File: config.mk
export PLATFORM = sky130hd
export DESIGN_NAME = iir_mac_sequencer
export DESIGN_NICKNAME = d
export VERILOG_FILES = /design/src/rtl/iir_mac_sequencer.sv
export SDC_FILE = /design/constraint.sdc
export NUM_CORES = 1
export LEC_CHECK = 0
export CAP_MARGIN = 30
export CORE_MARGIN = 5
export CORE_UTILIZATION = 45
export CTS_BUF_LIST = sky130_fd_sc_hd__clkbuf_16
export DETAILED_ROUTE_END_ITERATION = 12
export GPL_ROUTABILITY_DRIVEN = 1
export PLACE_DENSITY = 0.69
export SLEW_MARGIN = 20
export SYNTH_ARGS = -nofsm -noshare
export SYNTH_HDL_FRONTEND = slang
export SYNTH_SLANG_ARGS = --single-unit
File: constraint.sdc
create_clock -name aclk -period 9.51 [get_ports aclk]
set_clock_uncertainty 0.1 [all_clocks]
set_input_delay 2.3775 -clock aclk [delete_from_list [all_inputs] [get_ports aclk]]
set_output_delay 2.3775 -clock aclk [all_outputs]
set_load 0.01 [all_outputs]
File: src/rtl/iir_mac_sequencer.sv
// Biquad MAC sequencer: drives one shared external multiplier through five DF-I taps per sample.
// Latency: sample accepted at edge T, taps at T+1..T+5, out_valid from T+5 until taken.
// Backpressure: in_ready and coef_wr_ready drop outside IDLE; out_ready low holds OUT indefinitely.
module iir_mac_sequencer #(
    parameter int FRAC_BITS = 16,
    parameter int INT_BITS  = 12,
    parameter int DATA_W    = 2*(FRAC_BITS+INT_BITS)+1
) (
    input  logic                     aclk,
    input  logic                     aresetn,
    input  logic signed [DATA_W-1:0] in_data,
    input  logic                     in_valid,
    output logic                     in_ready,
    output logic signed [DATA_W-1:0] out_data,
    output logic                     out_valid,
    input  logic                     out_ready,
    input  logic                     coef_wr_en,
    input  logic [2:0]               coef_addr,
    input  logic signed [DATA_W-1:0] coef_data,
    output logic                     coef_wr_ready,
    input  logic                     hist_clr,
    output logic signed [DATA_W-1:0] mult_a,
    output logic signed [DATA_W-1:0] mult_b,
    input  logic signed [DATA_W-1:0] mult_p,
    output logic                     busy
);

    typedef enum logic [1:0] {S_IDLE, S_MAC, S_OUT} state_t;

    state_t                    r_state;
    state_t                    w_state_nxt;
    logic [2:0]                r_tap;
    logic signed [DATA_W-1:0]  r_acc;
    logic signed [DATA_W-1:0]  r_x, r_x1, r_x2, r_y1, r_y2;
    logic signed [DATA_W-1:0]  r_out_data;
    logic signed [DATA_W-1:0]  r_coef [5];
    logic                      r_clr_pending;

    logic                      w_accept;
    logic                      w_coef_wr;
    logic                      w_last_tap;
    logic                      w_to_idle;
    logic                      w_hist_zero;
    logic signed [DATA_W-1:0]  w_y;

    assign w_accept    = in_ready && in_valid;
    assign w_coef_wr   = coef_wr_en && coef_wr_ready;
    assign w_last_tap  = (r_state == S_MAC) && (r_tap == 3'd4);
    assign w_to_idle   = (r_state == S_OUT) && out_ready;
    assign w_y         = r_acc + mult_p;
    // A clear arriving on the very edge that returns to IDLE is applied immediately.
    assign w_hist_zero = ((r_state == S_IDLE) && hist_clr) ||
                         (w_to_idle && (r_clr_pending || hist_clr));
    assign out_data    = r_out_data;

    always_ff @(posedge aclk or negedge aresetn) begin
        if (!aresetn) begin
            r_state <= S_IDLE;
        end else begin
            r_state <= w_state_nxt;
        end
    end

    always_comb begin
        w_state_nxt   = r_state;
        in_ready      = 1'b0;
        out_valid     = 1'b0;
        coef_wr_ready = 1'b0;
        busy          = 1'b1;
        mult_a        = '0;
        mult_b        = '0;
        case (r_state)
            S_IDLE: begin
                busy          = 1'b0;
                coef_wr_ready = 1'b1;
                in_ready      = !r_clr_pending;
                if (in_valid && !r_clr_pending) begin
                    w_state_nxt = S_MAC;
                end
            end
            S_MAC: begin
                case (r_tap)
                    3'd0:    begin mult_a = r_coef[0]; mult_b = r_x;  end
                    3'd1:    begin mult_a = r_coef[1]; mult_b = r_x1; end
                    3'd2:    begin mult_a = r_coef[2]; mult_b = r_x2; end
                    3'd3:    begin mult_a = r_coef[3]; mult_b = r_y1; end
                    default: begin mult_a = r_coef[4]; mult_b = r_y2; end
                endcase
                if (r_tap == 3'd4) begin
                    w_state_nxt = S_OUT;
                end
            end
            S_OUT: begin
                out_valid = 1'b1;
                if (out_ready) begin
                    w_state_nxt = S_IDLE;
                end
            end
            default: begin
                w_state_nxt = S_IDLE;
            end
        endcase
    end

    always_ff @(posedge aclk or negedge aresetn) begin
        if (!aresetn) begin
            r_tap         <= '0;
            r_acc         <= '0;
            r_x           <= '0;
            r_x1          <= '0;
            r_x2          <= '0;
            r_y1          <= '0;
            r_y2          <= '0;
            r_out_data    <= '0;
            r_clr_pending <= 1'b0;
            for (int i = 0; i < 5; i++) begin
                r_coef[i] <= '0;
            end
        end else begin
            if (w_coef_wr && (coef_addr < 3'd5)) begin
                r_coef[coef_addr] <= coef_data;
            end

            if (w_accept) begin
                r_x   <= in_data;
                r_acc <= '0;
                r_tap <= '0;
            end else if (r_state == S_MAC) begin
                r_acc <= w_y;
                r_tap <= r_tap + 3'd1;
            end

            if (w_last_tap) begin
                r_out_data <= w_y;
                r_x2       <= r_x1;
                r_x1       <= r_x;
                r_y2       <= r_y1;
                r_y1       <= w_y;
            end

            if (hist_clr && (r_state != S_IDLE) && !w_to_idle) begin
                r_clr_pending <= 1'b1;
            end else if (w_to_idle) begin
                r_clr_pending <= 1'b0;
            end

            // Placed last so a clear wins over the history shift.
            if (w_hist_zero) begin
                r_x1 <= '0;
                r_x2 <= '0;
                r_y1 <= '0;
                r_y2 <= '0;
            end
        end
    end

endmodule

Word level (Yosys, flattened, before mapping)
Cells that the tools add are included.
{ "totals": {"reg_bits": 690, "latch_bits": 0, "mem_bits_rw": 0, "romBits": 0, "inputBits": 180, "out_inout_bits": 175, "elab_cells": 81, "memories": 0} }
{ "op_classes": {"n_addsub": 2, "multipliers": 0, "div": 0, "order_cmp": 3, "n_eq_ne": 9, "shifts": 0, "n_mux": 29, "bitwise": 1, "n_reduce_logical": 22} }
{ "ops": {"columns": ["op", "n"], "rows": [
  ["$mux 57", 13],
  ["$pmux 57 s4", 2],
  ["$bwmux 285", 1],
  ["$demux 57 s3", 1],
  ["$add 57x57->57", 1],
  ["$logic_and 1x1->1", 11],
  ["$reduce_bool 2->1", 4],
  ["$eq 3x2->1 const B", 2],
  ["$mux 1", 6],
  ["$mux 2", 3],
  ["$mux 3", 2],
  ["$pmux 2 s3", 1],
  ["$ge 4x4->1 const B", 1],
  ["$lt 4x1->1 const B", 1],
  ["$ne 2x1->1 const B", 2],
  ["$not 3->4", 1],
  ["$add 3x1->3 const B", 1],
  ["$eq 3x1->1 const B", 1],
  ["$eq 3x3->1 const B", 1],
  ["$logic_not 3->1", 1],
  ["$lt 3x3->1 const B", 1],
  ["$reduce_and 3->1", 1],
  ["$eq 2x1->1 const B", 1],
  ["$eq 2x2->1 const B", 1],
  ["4 further kinds", 6]
]} }

Logic depth before layout (Yosys ltp)
Gate-level depths: netlist of run 1.
{ "logic_depth": {"word_depth": 6, "depth_mapped": 11, "mapped_depth_nobuf": 11} }

Worst setup path after synthesis of run 1
No wires, ideal clock.
{ "synth_timing": {"path_type": "input port to flip-flop", "startpoint": "input mult_p[0]", "endpoint": "register r_y1[54]", "arrival_time_ps": 4820, "slack_ps": 4460, "cell_stages": 11, "n_path_buf": 0, "path_cell_list": "ha_1 > fa_1 > a211oi_1 > o21ai_2 > o2111ai_1 > a2111oi_2 > a211oi_2 > o211ai_2 > a311oi_2 > mux2i_1 > o21ai_1"} }
{ "synth_via": {"elab_chain_cells": 3} }
{ "synth_lines": {"columns": ["element", "line_no", "rtl"], "rows": [
  ["start, declared", "24", "input logic signed [DATA_W-1:0] mult_p,"],
  ["$add 57x57->57", "50", "assign w_y = r_acc + mult_p;"],
  ["$mux 57", "133", "if (w_last_tap) begin"],
  ["$mux 57", "148", "if (w_hist_zero) begin"],
  ["end signal, assigned", "138", "r_y1 <= w_y;"],
  ["end, declared", "34", "logic signed [DATA_W-1:0] r_x, r_x1, r_x2, r_y1, r_y2;"]
]} }
No other way between the ends. The select of a mux whose other input is x is not followed.
A chain may end at the register's enable or synchronous reset.

Worst setup path in the final report of run 1
{ "layout_timing": {"startpoint": "register r_tap[2]", "endpoint": "output mult_b[5]"} }
{ "layout_via": {"elab_chain_cells": 3} }
{ "layout_lines": {"columns": ["element", "line_no", "rtl"], "rows": [
  ["start, declared", "32", "logic [2:0] r_tap;"],
  ["start signal, assigned", "130", "r_tap <= r_tap + 3'd1;"],
  ["$eq 3x2->1, or another cell as far along", "82", "case (r_tap)"],
  ["$pmux 57 s4 *", "82", null],
  ["$mux 57 *", "72", "case (r_state)"],
  ["end, declared", "23", "output logic signed [DATA_W-1:0] mult_b,"]
]} }
Every way passes the cells marked *; elsewhere a longest branch is shown, timed or not.

==> impl_metrics.yaml, run 1 <==
status:
  status: "finished clean"
sta:
  slew_headroom: 0.310
  worst_slack_ns: 2.53
  worst_slew_pin_slew_ns: 1.04
  hold_viol: 0
  rsz0062_at_grt: "no"
  clock.fmax_mhz: 143
  period_needed_ns: 6.98
  maxSlewViolCount: 0
  finalSetupViolations: 0
  finalCritPeriodShare: 0.734
  tns_ns: 0
drt:
  dr.first_iter.drc_count: 2567
  drc_errors: 0
  wl_mm: 96.9
  viasPerCell: 5.79
  first_pass_iters: 5
  routedWlPerCell_um: 21.9
  antenna_left: 0
  vias: 25600
logic_synthesis:
  synth.top_cells.by_count: "713 x nand2_1, 690 x dfrtp_1, 342 x mux2_2"
  synthSimpleGateAreaFrac: 0.118
  async_flop_share: 1.00
  synthAdderAreaFrac: 0.0240
  ys.flop_type: "dfrtp_1"
  synth_xor_area_frac: 0.0152
  syn-num-nets: 3430
  synth.area.mux_share: 0.121
  ys_seq_area_frac: 0.529
  synth_edf_count: 0
  synth_compound_area_frac: 0.162
  ys_ff_latch: 690
  yosysWarnings: 0
  synth_top_family_by_area: "compound AO/OA/AOI/OAI gates"
  synth_area_per_cell_um2: 10.2
  yosysTopAreaCellShare: 0.529
  synth_cells: 3188
  synth_largest_area_cell: "dfrtp_1"
  yosys.cell_types.count: 65
  yosysMostFrequentCell: "nand2_1"
  synth.area.top_cells: "dfrtp_1 53%, mux2_2 12%, nand2_1 8.2%"
  syn-cell-area_um2: 32600
cts:
  clkLatencyLatePin_ns: 0.64
  cts_buffer_depth: 3
  clockRootBuffer: "clkbuf_16"
  cts_tree: "yes"
  post_cts_resized: 0
  tritoncts.num_buffers: 77
  clk_pin_slew_ns: 0.06
  cts.sink_count: 690
  htree_levels: 3
  cts_setup_buffers: 0
  postCtsHoldBufs: 0
cells_and_area:
  layout-drive-gt1-share: 0.154
  nNetsFinal: 3650
  area_growth_pct: 21.0
  n_fill_cell: 6202
hold_path:
  hold_path.class: "reg -> reg"
  hold-path-cell-count: 1
grt:
  grt_pass1_wl_mm: 151
  grt.overflow.total: 0
  grt_pass1_vias: 25300
  grt_usage: 0.241
  grt_start_max_net_pins: 202
  antenna_found_initial: 8
floorplan:
  die_area_um2: 78000
  rows: 98
  die_x_um: 279
  chipHeight_um: 279
  core_area_um2: 71700
  num_io_pins: 355
  initial_core_util: 0.455
setup_path:
  ff2ff_setup_slack_ns: 5.71
  start_kind: "flop"
  worstReg2RegStart: "r_state[1]"
  required_ns: 7.03
  worstSetupEndpoint: "mult_b[5]"
  crit_path_end_kind: "primary output"
  crit_type: "reg -> out"
  worstReg2RegEnd: "r_y1[17]"
  path_max_fanout: 71
  crit_arrival_ns: 4.50
  reg2reg_depth: 6
  critPathLaunch: "r_tap[2]"
placement:
  place_ws_ns: 3.17
  dp_hpwl_mm: 61.7
  gp_congestion: 0.908
  numPortBuffers: 354
run:
  cap_violations: 0
power:
  power.density_nw_per_um2: 350
  ir_drop_v: 0.000212
  leakage_nw: 16.7
## cell usage in the layout (no fill, tap or decap), types with 7 or more instances in the layout
cell type	count
dfrtp_1	690
a21o_1	32
bufinv_16	9
nor2_1	77
mux2_2	342
clkbuf_16	77
a31oi_1	123
ha_1	60
or2_2	9
a22oi_1	228
nand2_1	711
a211oi_1	11
o21bai_1	7
o21ai_1	8
and2_1	13
nand3_1	65
buf_4	27
a21oi_1	288
o21ai_0	60
mux2i_1	9
nor3_1	8
inv_1	30
nand4_1	23
xor2_1	30
clkinv_1	17
clkinv_2	12
diode_2	7
xnor2_1	24
nor2b_1	7
and3_1	8
clkdlybuf4s50_1	353
## power by group
group | internal [mW] | switching [mW]
clock | 1.75 | 1.28
sequential | 4.13 | 0.803
combinational | 2.49 | 3.36
## logic make-up after synthesis
family,count (synthesis)
compound gates,821
xor+xnor,55
fa+ha+maj,62
buf+inv,263
flops,690
mux,351
simple gates,946
## metrics by stage
| stage | util | hold slack [ns] | total power, mW | cells | instance area (µm²) |
|---|---|---|---|---|---|
| 2_1_floorplan | - | 0.370 | 8.40 | 3188 | 32600 |
| 3_3_place_gp | 0.513 | 0.358 | 10.6 | 4277 | 36800 |
| 3_5_place_dp | 0.513 | 0.364 | 10.8 | 4277 | 36800 |
| 4_1_cts | 0.549 | 0.377 | 13.9 | 4418 | 39400 |
| 5_1_grt | 0.550 | 0.395 | 14.6 | 4423 | 39500 |
| 6_report | 0.550 | 0.371 | 13.8 | 4427 | 39500 |
## registers in the layout, summed over array words and instances, names as in the netlist
| signal | count |
|---|---|
| r_clr_pending | 1 |
| out_data | 57 |
| r_y2 | 57 |
| r_y1 | 57 |
| r_x | 57 |
| r_x1 | 57 |
| r_acc | 57 |
| r_tap | 3 |
| r_x2 | 57 |
| r_coef | 285 |
| r_state | 2 |
## metal layers
metal  vias to the layer above  part of all wire  global-route usage
met5                         -           0.00021                   0
met4                         2             0.030              0.0719
met3                       140             0.063              0.0453
met2                       867              0.49               0.397
met1                     12900              0.42               0.328
li1                      11800                 -                   -
## area by class of cell
cell class	instances	area [µm²]	share of cell area
Antenna cell	7	17.5	0.000444
Clock buffer	77	1930	0.0488
Clock inverter	64	679	0.0172
Inverter	17	63.8	0.00162
Multi-Input combinational cell	2235	14500	0.366
Sequential cell	690	17300	0.437
Tap cell	950	1190	0.0301
Timing Repair Buffer	387	3890	0.0984
## how the worst min path moves through the flow
stage	start	end	slack, ns
after floorplan	r_acc[13]	r_acc[13]	0.37
after global placement	out_data[19]	out_data[19]	0.36
after detailed placement	out_data[55]	out_data[55]	0.36
after CTS	out_data[30]	out_data[30]	0.38
after global routing	out_data[30]	out_data[30]	0.39
final	out_data[29]	out_data[29]	0.37
## worst max-delay path, cell delays in order (launching register included)
cell and delay [ns]:
dfrtp_1 0.63, inv_1 0.15, ha_4 0.45, nor4_2 0.41
buf_4 0.30, buf_4 0.76, nand2_1 0.11, a31oi_1 0.41
clkdlybuf4s50_1 0.64
(Power assumes the default switching activity.)
==> inputs of run 2 (changes only) <==
==> constraint.sdc (replaced) <==
create_clock -name aclk -period 7.3 [get_ports aclk]
set_clock_uncertainty 0.1 [all_clocks]
set_input_delay 1.825 -clock aclk [delete_from_list [all_inputs] [get_ports aclk]]
set_output_delay 1.825 -clock aclk [all_outputs]
set_load 0.01 [all_outputs]
==> impl_metrics.yaml, run 2 (synthesis gave the netlist of run 1 again) <==
sta:
  finalSetupViolations: 0
  slew_headroom: 0.323
  hold_viol: 0
  worst_slew_pin_slew_ns: 1.02
  maxSlewViolCount: 0
  finalCritPeriodShare: 0.834
  rsz0062_at_grt: "no"
  tns_ns: 0
  clock.fmax_mhz: 164
  period_needed_ns: 6.09
status:
  status: "finished clean"
cts:
  cts_tree: "yes"
  clk_pin_slew_ns: 0.05
  cts_setup_buffers: 0
  clkLatencyLatePin_ns: 0.64
  htree_levels: 3
  tritoncts.num_buffers: 78
  postCtsHoldBufs: 0
  post_cts_resized: 0
  cts.sink_count: 690
  cts_buffer_depth: 3
  clockRootBuffer: "clkbuf_16"
power:
  internal_power_mw: 10.9
  ir_drop_v: 0.000519
  leakage_nw: 16.8
  p_sw_mw: 7.09
  power_frac_comb: 0.426
  pwr-share-clk: 0.216
  power.density_nw_per_um2: 455
  seqPwrFrac: 0.358
  p_sw_frac: 0.395
grt:
  grt_start_max_net_pins: 188
  grt.overflow.total: 0
  grt_usage: 0.242
  grt_pass1_vias: 25300
  grt_pass1_wl_mm: 151
  antenna_found_initial: 9
setup_path:
  crit_slowest_cell: "buf_4"
  reg2reg_depth: 11
  critPathMaxStageDelay_ns: 0.82
  worstReg2RegStart: "r_acc[0]"
  crit_type: "reg -> out"
  path_cells: "inv_1, ha_4, buf_4, a22oi_1, a31oi_1, clkdlybuf4s50_1"
  path_max_fanout: 61
  crit_path_end_kind: "primary output"
  required_ns: 5.38
  cp_top_family: "buffers and inverters"
  worstReg2RegEnd: "r_y1[52]"
  start_kind: "flop"
  critPathBufInv: 3
  ff2ff_setup_slack_ns: 3.65
  crit_arrival_ns: 4.17
floorplan:
  chipHeight_um: 279
  die_area_um2: 78000
  initial_core_util: 0.455
  rows: 98
  core_area_um2: 71700
  num_io_pins: 355
  die_x_um: 279
cells_and_area:
  post-route-util: 0.550
  final_cell_mix: "711 x nand2_1, 690 x dfrtp_1, 353 x clkdlybuf4s50_1"
  nNetsFinal: 3654
  area_growth_pct: 21.0
  n_fill_cell: 6293
  layout-drive-gt1-share: 0.154
  top_register: "r_coef"
  final_common_cell: "nand2_1"
  largest_register_ffs: 285
hold_path:
  hold-path-cell-count: 2
  min-delay-start: "out_data[45]"
  min_to: "out_data[45]"
  hold_path.class: "reg -> reg"
placement:
  numPortBuffers: 354
  gp_congestion: 0.911
  dp_hpwl_mm: 61.8
drt:
  routedWlPerCell_um: 22.0
  wl_mm: 97.2
  dr.first_iter.drc_count: 2559
  antenna_left: 0
  vias: 25700
  first_pass_iters: 6
  drc_errors: 0
  viasPerCell: 5.80
run:
  cap_violations: 0
==> run 2: changes by cell type in the layout (fill, tap and decap cells not counted), sizes merged <==
cell and change:
clkbuf +1, bufinv -2, clkinvlp -5, buf +3, clkinv -9, inv +14, diode -1
==> run 2: final cells by class <==
cell class	count	area, µm²	area share
inverters	17	63.8	0.00162
flip-flops and latches	690	17300	0.437
clock inverters	62	592	0.0150
clock buffers	78	1950	0.0494
well taps	950	1190	0.0301
multi-input cells	2235	14500	0.366
diodes	6	15.0	0.000380
repair buffers	390	3950	0.0999
==> run 2: power groups by stage <==
stage | logic [mW] | clock network (mW) | registers [mW]
2_1_floorplan | 4.78 | 0 | 6.16
3_3_place_gp | 7.49 | 0 | 6.40
3_5_place_dp | 7.62 | 0 | 6.45
4_1_cts | 7.65 | 3.96 | 6.41
5_1_grt | 8.32 | 4.12 | 6.60
6_report | 7.65 | 3.89 | 6.42
==> run 2: per-layer routing <==
layer | share of wire | global-route usage | up-vias | wire length, µm
met5 | 0.00041 | 0 | - | 40
met4 | 0.032 | 0.0833 | 6 | 3130
met3 | 0.062 | 0.0461 | 164 | 6040
met2 | 0.48 | 0.390 | 843 | 46900
met1 | 0.42 | 0.331 | 12900 | 41100
li1 | - | - | 11700 | -
==> run 2: how the worst max path moves through the flow <==
| stage | slack [ns] | to | from | depth (start not counted) |
|---|---|---|---|---|
| after CTS | 1.22 | mult_b[1] | r_tap[2] | 6 |
| final | 1.21 | mult_b[1] | r_tap[2] | 6 |
| after global routing | 1.05 | mult_b[34] | r_tap[2] | 6 |
| after global placement | 1.89 | mult_b[1] | r_tap[2] | 6 |
| after floorplan | 2.80 | r_y1[54] | mult_p[0] | 11 |
| after detailed placement | 1.83 | r_y1[52] | mult_p[0] | 12 |
==> run 2: tightest hold or removal path: stages (launching register included) <==
cell	delay (ns)
dfrtp_1	0.33
nand2_1	0.05
nand2_1	0.06
==> run 2: stage by stage <==
| stage | hold slack (ns) | setup WS, ns | cells | area, µm² | power, mW |
|---|---|---|---|---|---|
| final | 0.375 | 1.21 | 4428 | 39500 | 18.0 |
| after global routing | 0.395 | 1.05 | 4428 | 39500 | 19.0 |
| after CTS | 0.376 | 1.22 | 4420 | 39400 | 18.0 |
| after detailed placement | 0.362 | 1.83 | 4280 | 36900 | 14.1 |
| after global placement | 0.358 | 1.89 | 4279 | 36800 | 13.9 |
| after floorplan | 0.370 | 2.80 | 3188 | 32600 | 10.9 |
==> inputs of run 3 (changes only) <==
--- a/config.mk
+++ b/config.mk
@@ -11,7 +11,7 @@
 export CTS_BUF_LIST = sky130_fd_sc_hd__clkbuf_16
 export DETAILED_ROUTE_END_ITERATION = 12
 export GPL_ROUTABILITY_DRIVEN = 1
-export PLACE_DENSITY = 0.69
+export PLACE_DENSITY = 0.71
 export SLEW_MARGIN = 20
 export SYNTH_ARGS = -nofsm -noshare
 export SYNTH_HDL_FRONTEND = slang
==> constraint.sdc (replaced) <==
create_clock -name aclk -period 5.4 [get_ports aclk]
set_clock_uncertainty 0.1 [all_clocks]
set_input_delay 1.35 -clock aclk [delete_from_list [all_inputs] [get_ports aclk]]
set_output_delay 1.35 -clock aclk [all_outputs]
set_load 0.01 [all_outputs]
==> impl_metrics.yaml, run 3 (synthesis gave the netlist of run 1 again) <==
setup_path:
  start_kind: "flop"
  path_cells: "inv_1, ha_1, nor2b_4, buf_4, a22oi_1, a31oi_1, clkdlybuf4s50_1"
  critPathMaxStageDelay_ns: 0.65
  crit_type: "reg -> out"
  critPathBufInv: 3
  crit_slowest_cell: "clkdlybuf4s50_1"
  path_max_fanout: 40
  crit_arrival_ns: 3.74
  required_ns: 3.95
  cp_top_family: "buffers and inverters"
  crit_path_end_kind: "primary output"
sta:
  rsz0062_at_grt: "no"
  finalSetupViolations: 0
  worst_slew_pin_slew_ns: 1.01
  maxSlewViolCount: 0
  tns_ns: 0
  fin_hold_ws_ns: 0.371
  worst_slack_ns: 0.210
  slew_headroom: 0.323
  clock.fmax_mhz: 193
  finalCritPeriodShare: 0.961
  period_needed_ns: 5.19
  hold_viol: 0
power:
  ir_drop_v: 0.000650
  p_sw_frac: 0.393
  internal_power_mw: 14.8
  p_sw_mw: 9.58
  pwr-share-clk: 0.213
  seqPwrFrac: 0.357
  power_frac_comb: 0.430
  power.density_nw_per_um2: 615
  leakage_nw: 16.8
drt:
  routedWlPerCell_um: 21.5
  first_pass_iters: 6
  vias: 25800
  drc_errors: 0
  wl_mm: 95.3
  antenna_left: 0
  viasPerCell: 5.82
  dr.first_iter.drc_count: 2440
cells_and_area:
  layout-drive-gt1-share: 0.157
  top_register: "r_coef"
  largest_register_ffs: 285
  n_fill_cell: 6207
  final_cell_mix: "711 x nand2_1, 689 x dfrtp_1, 353 x clkdlybuf4s50_1"
  nNetsFinal: 3666
  multi_input_area_um2: 14500
  post-route-util: 0.553
  register_area_um2: 17300
  area_growth_pct: 21.5
  final_common_cell: "nand2_1"
cts:
  cts_buffer_depth: 3
  clkLatencyLatePin_ns: 0.63
  cts_tree: "yes"
  postCtsHoldBufs: 0
  clk_pin_slew_ns: 0.06
  htree_levels: 3
  cts.sink_count: 690
  clockRootBuffer: "clkbuf_16"
  tritoncts.num_buffers: 76
floorplan:
  chipHeight_um: 279
  num_io_pins: 355
  core_area_um2: 71700
  initial_core_util: 0.455
  rows: 98
  die_area_um2: 78000
  die_x_um: 279
placement:
  numPortBuffers: 354
  place_ws_ns: 0.374
  dp_hpwl_mm: 60.8
  gp_congestion: 0.925
grt:
  grt_pass1_wl_mm: 149
  grt_start_max_net_pins: 145
  grt_usage: 0.238
  grt_pass1_vias: 25500
  antenna_found_initial: 7
  grt.overflow.total: 0
run:
  cap_violations: 0
hold_path:
  hold_path.class: "reg -> reg"
status:
  status: "finished clean"
==> run 3: what timing repair did <==
item	4_1_cts	5_1_grt
setup buffers	0	0
resized for setup	0	2
endpoints found under the setup margin	0	3
==> run 3: layer usage <==
metal / routed length [µm] / vias to the layer above / track usage
met1: 40000 / 13000 / 0.320
li1: - / 11800 / -
met2: 45500 / 911 / 0.388
met3: 6260 / 169 / 0.0456
met4: 3560 / 2 / 0.0853
met5: 13 / - / 0
==> run 3: worst min-delay path, stage by stage (launching register included) <==
cell     delay [ns]
dfrtp_1        0.34
nand2_1        0.05
nand2_1        0.05
==> run 3: path summary, 6_finish.rpt <==
check,startpoint,endpoint,slack (ns),depth (start not counted)
max,r_tap[0],mult_b[43],0.21,7
min,out_data[6],out_data[6],0.37,2
max reg2reg,r_acc[0],r_y1[54],1.74,11
min reg2reg,out_data[6],out_data[6],0.37,2
max in group asynchronous,aresetn,r_coef[66],3.35,3
min in group asynchronous,aresetn,out_data[25],0.62,1
==> run 3: power by group through the flow <==
stage / logic, mW / clock network, mW / registers [mW]
finish: 10.5 / 5.20 / 8.69
global route: 11.4 / 5.51 / 8.92
CTS: 10.5 / 5.30 / 8.67
detailed placement: 10.4 / 0 / 8.74
global placement: 10.3 / 0 / 8.67
floorplan: 6.46 / 0 / 8.32
==> run 3: layout make-up <==
class / instances / share of cell area
flip-flops and latches: 690 / 0.436
well taps: 950 / 0.0300
repair buffers: 404 / 0.104
multi-input cells: 2235 / 0.365
clock inverters: 62 / 0.0152
inverters: 17 / 0.00161
clock buffers: 76 / 0.0480
diodes: 6 / 0.000379
==> run 3: per-stage QoR <==
| stage | cell area [µm²] | cells | total power [mW] |
|---|---|---|---|
| 6_report | 39600 | 4440 | 24.4 |
| 5_1_grt | 39600 | 4438 | 25.8 |
| 4_1_cts | 39600 | 4434 | 24.4 |
| 3_5_place_dp | 37100 | 4296 | 19.1 |
| 3_3_place_gp | 37100 | 4296 | 18.9 |
| 2_1_floorplan | 32600 | 3188 | 14.8 |
